[config.mk]
export PLATFORM = sky130hd
export DESIGN_NAME = fetch_align
export DESIGN_NICKNAME = d
export VERILOG_FILES = /design/src/rtl/fetch_align_pkg.sv /design/src/rtl/fetch_hw_queue.sv /design/src/rtl/fetch_align.sv
export SDC_FILE = /design/constraint.sdc
export NUM_CORES = 1
export LEC_CHECK = 0
export ABC_CLOCK_PERIOD_IN_PS = 3300
export CORE_MARGIN = 10
export CORE_UTILIZATION = 35
export DETAILED_ROUTE_END_ITERATION = 10
export PLACE_DENSITY = 0.62
export SETUP_SLACK_MARGIN = 0.15
export SLEW_MARGIN = 20
export SYNTH_ARGS = -nofsm -noshare
export SYNTH_HDL_FRONTEND = slang
export SYNTH_HIERARCHICAL = 1
export SYNTH_SLANG_ARGS = --single-unit
[constraint.sdc]
create_clock -name clk -period 3.3 [get_ports clk]
set_input_delay 0.825 -clock clk [delete_from_list [all_inputs] [get_ports clk]]
set_output_delay 0.825 -clock clk [all_outputs]
set_load 0.02 [all_outputs]
[src/rtl/fetch_align_pkg.sv]
// Shared definitions for the fetch/realign stage: FSM encoding, queue sizing, RVC length decode.
// Used by fetch_align (RVC support selected by the FETCH_RVC_EN macro) and fetch_hw_queue.
package fetch_align_pkg;

  localparam int         QUEUE_DEPTH = 4;
  localparam int         CNT_W       = 3;
  localparam logic [1:0] RVC_MASK    = 2'b11;

  typedef enum logic [1:0] {
    ST_IDLE = 2'd0,
    ST_WAIT = 2'd1,
    ST_KILL = 2'd2
  } fetch_state_t;

  // A halfword starts a compressed instruction unless its two low bits are both set.
  function automatic logic hw_is_rvc(input logic [15:0] hw);
    return (hw[1:0] & RVC_MASK) != RVC_MASK;
  endfunction

  // Byte at PC lands in [31:24]; the second halfword is zeroed for RVC.
  function automatic logic [31:0] fmt_instr(input logic [15:0] lo, input logic [15:0] hi,
                                            input logic rvc);
    return {lo[7:0], lo[15:8], (rvc ? 16'h0000 : {hi[7:0], hi[15:8]})};
  endfunction

endpackage

[src/rtl/fetch_hw_queue.sv]
// Four-entry halfword FIFO feeding the realigner: push 0/1/2 and pop 0/1/2 per cycle, flush.
// Callers guarantee no overflow/underflow; the count output is the only occupancy indication.
module fetch_hw_queue
  import fetch_align_pkg::*;
(
  input  logic             clk,
  input  logic             reset,
  input  logic             flush,
  input  logic [1:0]       push_num,
  input  logic [15:0]      push_hw0,
  input  logic [15:0]      push_hw1,
  input  logic [1:0]       pop_num,
  output logic [15:0]      head0,
  output logic [15:0]      head1,
  output logic [CNT_W-1:0] count
);

  logic [15:0] mem [QUEUE_DEPTH];
  logic [1:0]  rd_ptr;
  logic [1:0]  wr_ptr;

  // NOTE: storage has no reset; count qualifies every read, so stale entries are never used.
  always_ff @(posedge clk) begin
    if (!flush && push_num != 2'd0) mem[wr_ptr] <= push_hw0;
    if (!flush && push_num == 2'd2) mem[wr_ptr + 2'd1] <= push_hw1;
  end

  // NOTE: sequential state uses <= so every register samples pre-edge values.
  always_ff @(posedge clk or negedge reset) begin
    if (!reset) begin
      rd_ptr <= '0;
      wr_ptr <= '0;
      count  <= '0;
    end else if (flush) begin
      rd_ptr <= '0;
      wr_ptr <= '0;
      count  <= '0;
    end else begin
      wr_ptr <= wr_ptr + push_num;
      rd_ptr <= rd_ptr + pop_num;
      count  <= count + {1'b0, push_num} - {1'b0, pop_num};
    end
  end

  assign head0 = mem[rd_ptr];
  assign head1 = mem[rd_ptr + 2'd1];

endmodule

[src/rtl/fetch_align.sv]
// Instruction fetch and realign stage: word fetch FSM, halfword queue, whole-instruction output.
// Define FETCH_RVC_EN for 16-bit compressed instruction support; otherwise all instructions are 32-bit.
module fetch_align
  import fetch_align_pkg::*;
#(
  parameter logic [31:0] RESET_PC = 32'h0000_0000
) (
  input  logic        clk,
  input  logic        reset,
  output logic        imem_req,
  output logic [31:0] imem_addr,
  input  logic        imem_rvalid,
  input  logic [31:0] imem_rdata,
  input  logic        redirect_valid,
  input  logic [31:0] redirect_pc,
  output logic        instr_valid,
  input  logic        instr_ready,
  output logic [31:0] instr_data,
  output logic [31:0] instr_pc,
  output logic        instr_is_rvc
);

  fetch_state_t     state;
  fetch_state_t     state_nxt;
  logic [CNT_W-1:0] count;
  logic [15:0]      head0;
  logic [15:0]      head1;
  logic             head_rvc;
  logic             skip_lo;
  logic             xfer;
  logic             push_ok;
  logic [1:0]       push_num;
  logic [1:0]       pop_num;
  logic [15:0]      push_hw0;
  logic [31:0]      redir_pc;

`ifdef FETCH_RVC_EN
  localparam logic RESET_SKIP = RESET_PC[1];
  assign head_rvc = hw_is_rvc(head0);
  assign redir_pc = {redirect_pc[31:1], 1'b0};
`else
  localparam logic RESET_SKIP = 1'b0;
  assign head_rvc = 1'b0;
  assign redir_pc = {redirect_pc[31:2], 2'b00};
`endif

  // A redirect hides whatever is queued in the same cycle it flushes it.
  assign instr_valid  = !redirect_valid &&
                        ((count >= 3'd1 && head_rvc) || count >= 3'd2);
  assign instr_is_rvc = instr_valid && head_rvc;
  assign instr_data   = instr_valid ? fmt_instr(head0, head1, head_rvc) : 32'h0;
  assign xfer         = instr_valid && instr_ready;
  assign pop_num      = !xfer ? 2'd0 : (head_rvc ? 2'd1 : 2'd2);

  // count<=2 leaves room for a full word, so an issued request can never overflow the queue.
  assign imem_req = reset && (state == ST_IDLE) && (count <= 3'd2) && !redirect_valid;
  assign push_ok  = (state == ST_WAIT) && imem_rvalid && !redirect_valid;
  assign push_num = !push_ok ? 2'd0 : (skip_lo ? 2'd1 : 2'd2);
  assign push_hw0 = skip_lo ? imem_rdata[31:16] : imem_rdata[15:0];

  fetch_hw_queue u_queue (
    .clk      (clk),
    .reset    (reset),
    .flush    (redirect_valid),
    .push_num (push_num),
    .push_hw0 (push_hw0),
    .push_hw1 (imem_rdata[31:16]),
    .pop_num  (pop_num),
    .head0    (head0),
    .head1    (head1),
    .count    (count)
  );

  // NOTE: next state is defaulted first so no path through the block leaves it unassigned.
  always_comb begin
    state_nxt = state;
    unique case (state)
      ST_IDLE: if (imem_req)    state_nxt = ST_WAIT;
      ST_WAIT: if (imem_rvalid) state_nxt = ST_IDLE;
      ST_KILL: if (imem_rvalid) state_nxt = ST_IDLE;
      default:                  state_nxt = ST_IDLE;
    endcase
    // An outstanding response must be drained before the redirected fetch can issue.
    if (redirect_valid) begin
      if (imem_rvalid)            state_nxt = ST_IDLE;
      else if (state != ST_IDLE)  state_nxt = ST_KILL;
    end
  end

  always_ff @(posedge clk or negedge reset) begin
    if (!reset) begin
      state     <= ST_IDLE;
      instr_pc  <= RESET_PC;
      imem_addr <= {RESET_PC[31:2], 2'b00};
      skip_lo   <= RESET_SKIP;
    end else begin
      state <= state_nxt;
      if (redirect_valid) begin
        instr_pc  <= redir_pc;
        imem_addr <= {redir_pc[31:2], 2'b00};
        skip_lo   <= redir_pc[1];
      end else begin
        if (xfer)    instr_pc <= instr_pc + (head_rvc ? 32'd2 : 32'd4);
        if (push_ok) begin
          imem_addr <= imem_addr + 32'd4;
          skip_lo   <= 1'b0;
        end
      end
    end
  end

endmodule

; Word level (Yosys, flattened, before mapping)
; Memory sizes are Yosys's and may differ from the RTL's.
; Index checks and enable logic that the tools add are counted.
[totals]
register_bits = 74
inputBits = 69
mem_bits_ro = 0
ramBits = 64
wordCells = 61
out_inout_bits = 99
mem_count = 1
latchBits = 0
[classes]
n_div = 0
mul = 0
muxes = 24
add_sub_neg = 8
magnitude_cmp = 2
bitwise_logic = 0
shifts = 0
eq_ne = 3
reduce_logical = 16
[memory_table]
columns = name, depth, word_bits, rd, rd_ports_with_merged_regs, wr, line_no
row1 = u_queue.mem, 4, 16, 2, 0, 2, fetch_hw_queue.sv:18  ; logic [15:0] mem [QUEUE_DEPTH];
[ops]
columns = op, n
row1 = two-way mux 32 bit, 5
row2 = "adder 32 x 3 -> 32 bit, second input constant", 2
row3 = two-way mux 2 bit, 10
row4 = two-way mux 16 bit, 1
row5 = logical AND 1 bit, 9
row6 = nonzero test 2 bit, 4
row7 = two-way mux 1 bit, 6
row8 = "adder 2 x 1 -> 2 bit, second input constant", 2
row9 = adder 2 bit, 2
row10 = "equality test 2 bit, second input constant", 2
row11 = case mux 2 bit (2 select lines), 1
row12 = adder 3 x 2 -> 3 bit, 1
row13 = ">= comparator 3 x 2 -> 1 bit, second input constant", 1
row14 = "less-or-equal comparator 3 x 2 -> 1 bit, second input constant", 1
row15 = two-way mux 3 bit, 1
row16 = subtractor 3 x 2 -> 3 bit, 1
row17 = "equality test 2 x 1 -> 1 bit, second input constant", 1
row18 = zero test 2 bit, 1
row19 = OR reduction 2 bit, 1
row20 = zero test 1 bit, 1

; Longest topological paths before layout
[logic_depth]
word_depth = 9
depth_mapped = 9
ltp_nobuf = 9

; By module
; Netlist, hierarchy kept.
[modules_own_cells]
columns = mod, n_inst, cells_per_inst, area_each_um2, seq_area_each_um2
row1 = fetch_align, 1, 473, 4127.7, 1551.5
row2 = fetch_hw_queue, 1, 222, 4032.6, 2097.0

; Worst setup path after synthesis
; Ideal clock, no wire load.
[synth_path]
path_type = input port to flip-flop
from = input redirect_valid
to = memory u_queue.mem[2][0], enable pin
setup_slack_ns = -0.057
setup_ns = 0.394
required_time_ns = 2.906
t_arrival_ns = 2.963
cell_stages = 7
n_path_buf = 3
path_cell_list = clkbuf_1 buf_1 clkbuf_1 nor2_1 o21bai_1 or2_2 a21oi_1
[synth_rtl]
columns = item, line_no
row1 = start: declaration, fetch_align.sv:14  ; input logic redirect_valid,
row2 = end: declaration, fetch_hw_queue.sv:18

; Final worst setup path
[layout_path]
from = register u_queue.rd_ptr[1]
to = output instr_data[17]
[layout_between]
elab_chain_cells = 2
[layout_rtl]
columns = item, line_no
row1 = start: declaration, fetch_hw_queue.sv:19  ; logic [1:0] rd_ptr;
row2 = start signal: assignment, fetch_hw_queue.sv:40  ; rd_ptr <= rd_ptr + pop_num;
row3 = memory read (4 x 16 bit), n/a
row4 = via head0[9], fetch_align.sv:26  ; logic [15:0] head0;
row5 = two-way mux 32 bit, fetch_align.sv:51  ; assign instr_data = instr_valid ? fmt_instr(head0, head1, head_rvc) : 32'h0;
row6 = end: declaration, fetch_align.sv:18  ; output logic [31:0] instr_data,
; The timed path passes the listed nets, and every way through them passes these cells.

==> flow_metrics.py <==
metrics = {
    "run_status": {
        "status": "completed",
    },
    "synthesis": {
        "mappedNetlistArea_mm2": 0.00816,
        "yosys.cell_types.count": 66,
        "yosysTopAreaCellShare_pct": 23.6,
        "ys.flop_type": "dfrtp_1",
        "ys_ff_latch": 133,
        "yosys_warnings": 6,
        "synth.area.top_cells": "edfxtp_1, dfrtp_1, mux4_2, mux2_2, mux2_4",
        "yosys.area.top_type": "edfxtp_1",
        "postSynthCellCount": 695,
        "synth_edf_count": 64,
        "ys_seq_area_share_pct": 44.7,
        "syn_area_per_cell_um2": 11.7,
        "postSynth.asyncResetShare_pct": 51.9,
    },
    "timing": {
        "final.min_clock_period_ps": 3080,
        "slew_viol_final": 0,
        "fin_hold_ws_ps": 410,
        "max_slew.worst_pin.slew_ps": 941,
        "layout_setup_ws_ps": 216,
        "maxSlewHeadroom_pct": 36.7,
        "setup_viol": 0,
        "fin_setup_tns_ps": 0,
        "rsz0062_at_grt": "yes",
        "fin_worst_skew_ps": 13.1,
        "finalCritPeriodShare_pct": 93.4,
        "hold_viol_final": 0,
        "max_freq_mhz": 324,
    },
    "grt": {
        "antenna_found_initial": 0,
        "top_usage_layer": "met2",
        "grt_use_total_pct": 15.3,
        "grt_max_degree": 60,
        "grt_pass1_vias": 6414,
        "grt_use_met1_pct": 19.4,
        "met2_usage_pct": 25.3,
        "grt_pass1_wl_mm": 37.1,
        "overflow": 0,
        "use_met3_pct": 4.36,
    },
    "floorplanning": {
        "dieArea_mm2": 0.0298,
        "rows": 55,
        "pin_count": 168,
        "core_mm2": 0.0228,
        "start_util_pct": 35.8,
        "die_x_um": 173,
        "fp.dieH_um": 173,
    },
    "job": {
        "maxCapViolations": 0,
    },
    "cts": {
        "cts-root-buf": "clkbuf_16",
        "cts_hold_buf": 0,
        "cts_made_buffers": 17,
        "cts_sinks": 133,
        "cts_tree": "yes",
        "clkLatencyLatePin_ps": 420,
        "h-tree-depth": 4,
        "path_clk_slew_ps": 70,
        "cts_buffer_depth": 2,
    },
    "drt": {
        "first_pass_iters": 4,
        "antenna_left": 0,
        "drt_iter0_drc": 387,
        "via_per_inst": 5.34,
        "wl_per_cell_um": 19.2,
        "via_count": 6402,
        "drcViolationCount": 0,
        "totalWireLength_mm": 23.1,
    },
    "worst_setup_path": {
        "slowest_stage": "clkdlybuf4s50_1",
        "crit_family": "buffers and inverters",
        "slowest_delay_ps": 540,
        "cp.arrival_ps": 2260,
        "crit_buf_inv": 2,
        "cp-start-kind": "flip-flop",
        "crit_required_ps": 2470,
        "crit_path_max_fanout": 17,
        "timing.setup.critical_path_class": "flip-flop to output port",
        "end_kind": "output port",
        "cp_cell_sequence": "buf_12 -> mux4_2 -> and2_1 -> clkdlybuf4s50_1",
    },
    "cells_and_area": {
        "fin_nets": 953,
        "area_growth_pct": 33.2,
        "layout-drive-gt1-share_pct": 21.9,
        "fillers": 2058,
        "ff_latch_area_mm2": 0.00365,
        "stdcell_count": 1198,
        "finalInstanceArea_mm2": 0.0109,
        "diodes": 0,
        "multiInputGateArea_mm2": 0.00424,
        "post-route-util_pct": 47.7,
    },
    "power_and_ir_drop": {
        "p_total_mw": 5.71,
        "vdd_drop_max_v": 0.000342,
        "powerDensity_mw_per_mm2": 525,
        "p_leak_nw": 4.02,
    },
    "place": {
        "dpl.hpwl_mm": 16.8,
        "dp_slack_ps": 39.7,
        "io_buffer_count": 160,
        "place_area_mm2": 0.0102,
        "globalplace.congestion": 0.799,
        "dp.cells": 1166,
    },
    "hold_path": {
        "hold_path.class": "input port to asynchronous set/reset pin",
    },
}
-- cell type report --
class | count | share of cell area [%]
Sequential cell | 133 | 33.6
Timing Repair Buffer | 192 | 17.7
Multi-Input combinational cell | 507 | 39.0
Clock inverter | 15 | 1.50
Tap cell | 313 | 3.60
Inverter | 21 | 0.725
Clock buffer | 17 | 3.91
-- layer usage --
metal	part of all wire [%]	routed length, um
met1	44	10100
met2	50	11400
met3	5.4	1250
met4	1.1	252
met5	0	0
-- synth_stat cells, drive strengths merged, types with 12 or more instances --
cell type,instances
mux2,79
xnor2,20
nor4,20
a31oi,21
nor2,40
mux4,32
inv,21
o21ai,13
o31ai,12
buf,21
nand2,30
or4,18
dfrtp,69
clkbuf,24
and2,37
and3,14
nor3,21
edfxtp,64
nand4,20
nand3,24
-- worst paths after layout --
path                              startpoint                 to  slack (ps)  cells after the start
max                        u_queue/rd_ptr[1]     instr_data[17]         220                      4
min reg2reg                    imem_addr[15]      imem_addr[15]         590                      2
min                                    reset       imem_addr[9]         410                      2
max in group asynchronous              reset  u_queue/rd_ptr[1]        1790                      3
min in group clk               imem_addr[15]      imem_addr[15]         590                      2
max reg2reg                         state[1]  u_queue/mem[2][8]         700                      8
-- cell usage in the layout, fill, tap and decap left out, types with 12 or more instances in the layout --
cell type and count:
conb_1 12, or4_1 17, nand2_1 30, edfxtp_1 64
clkbuf_16 17, nand3_1 22, dfrtp_1 68, nor2_1 38
mux4_2 32, buf_4 25, mux2_4 20, nor4_1 19
and3_1 14, mux2_2 59, o21ai_0 13, clkdlybuf4s50_1 154
nor3_1 20, o31ai_1 12, and2_1 37, xnor2_1 20
a31oi_1 21, inv_1 19, nand4_1 19
-- where the power goes --
group / switching [mW] / total [mW] / internal (mW)
logic: 0.854 / 1.74 / 0.886
clock network: 0.811 / 1.88 / 1.07
registers: 0.187 / 2.09 / 1.90
total: 1.85 / 5.71 / 3.86
-- registers in the layout (all words and copies together) (netlist names) --
signal and cells:
u_queue/mem 64, imem_addr 30, instr_pc 30, u_queue/count 3, state 2, u_queue/rd_ptr 2
u_queue/wr_ptr 2
-- repair_timing --
action | CTS | global route
resized for setup | 2 | 9
pin swaps | 0 | 0
setup endpoints to repair | 32 | 32
buffers inserted | 0 | 0
-- kinds of logic after synthesis --
| kind of cell | synth area share, % |
|---|---|
| AOI/OAI and AO/OA | 7.34 |
| xor gates and xnor gates | 2.58 |
| adders and majority gates | 2.02 |
| buffers and inverters | 4.06 |
| DFF | 44.7 |
| muxes | 20.9 |
| other | 0.0460 |
| and+or+nand+nor | 18.3 |
Note: power is estimated with default switching activity, not from simulation.
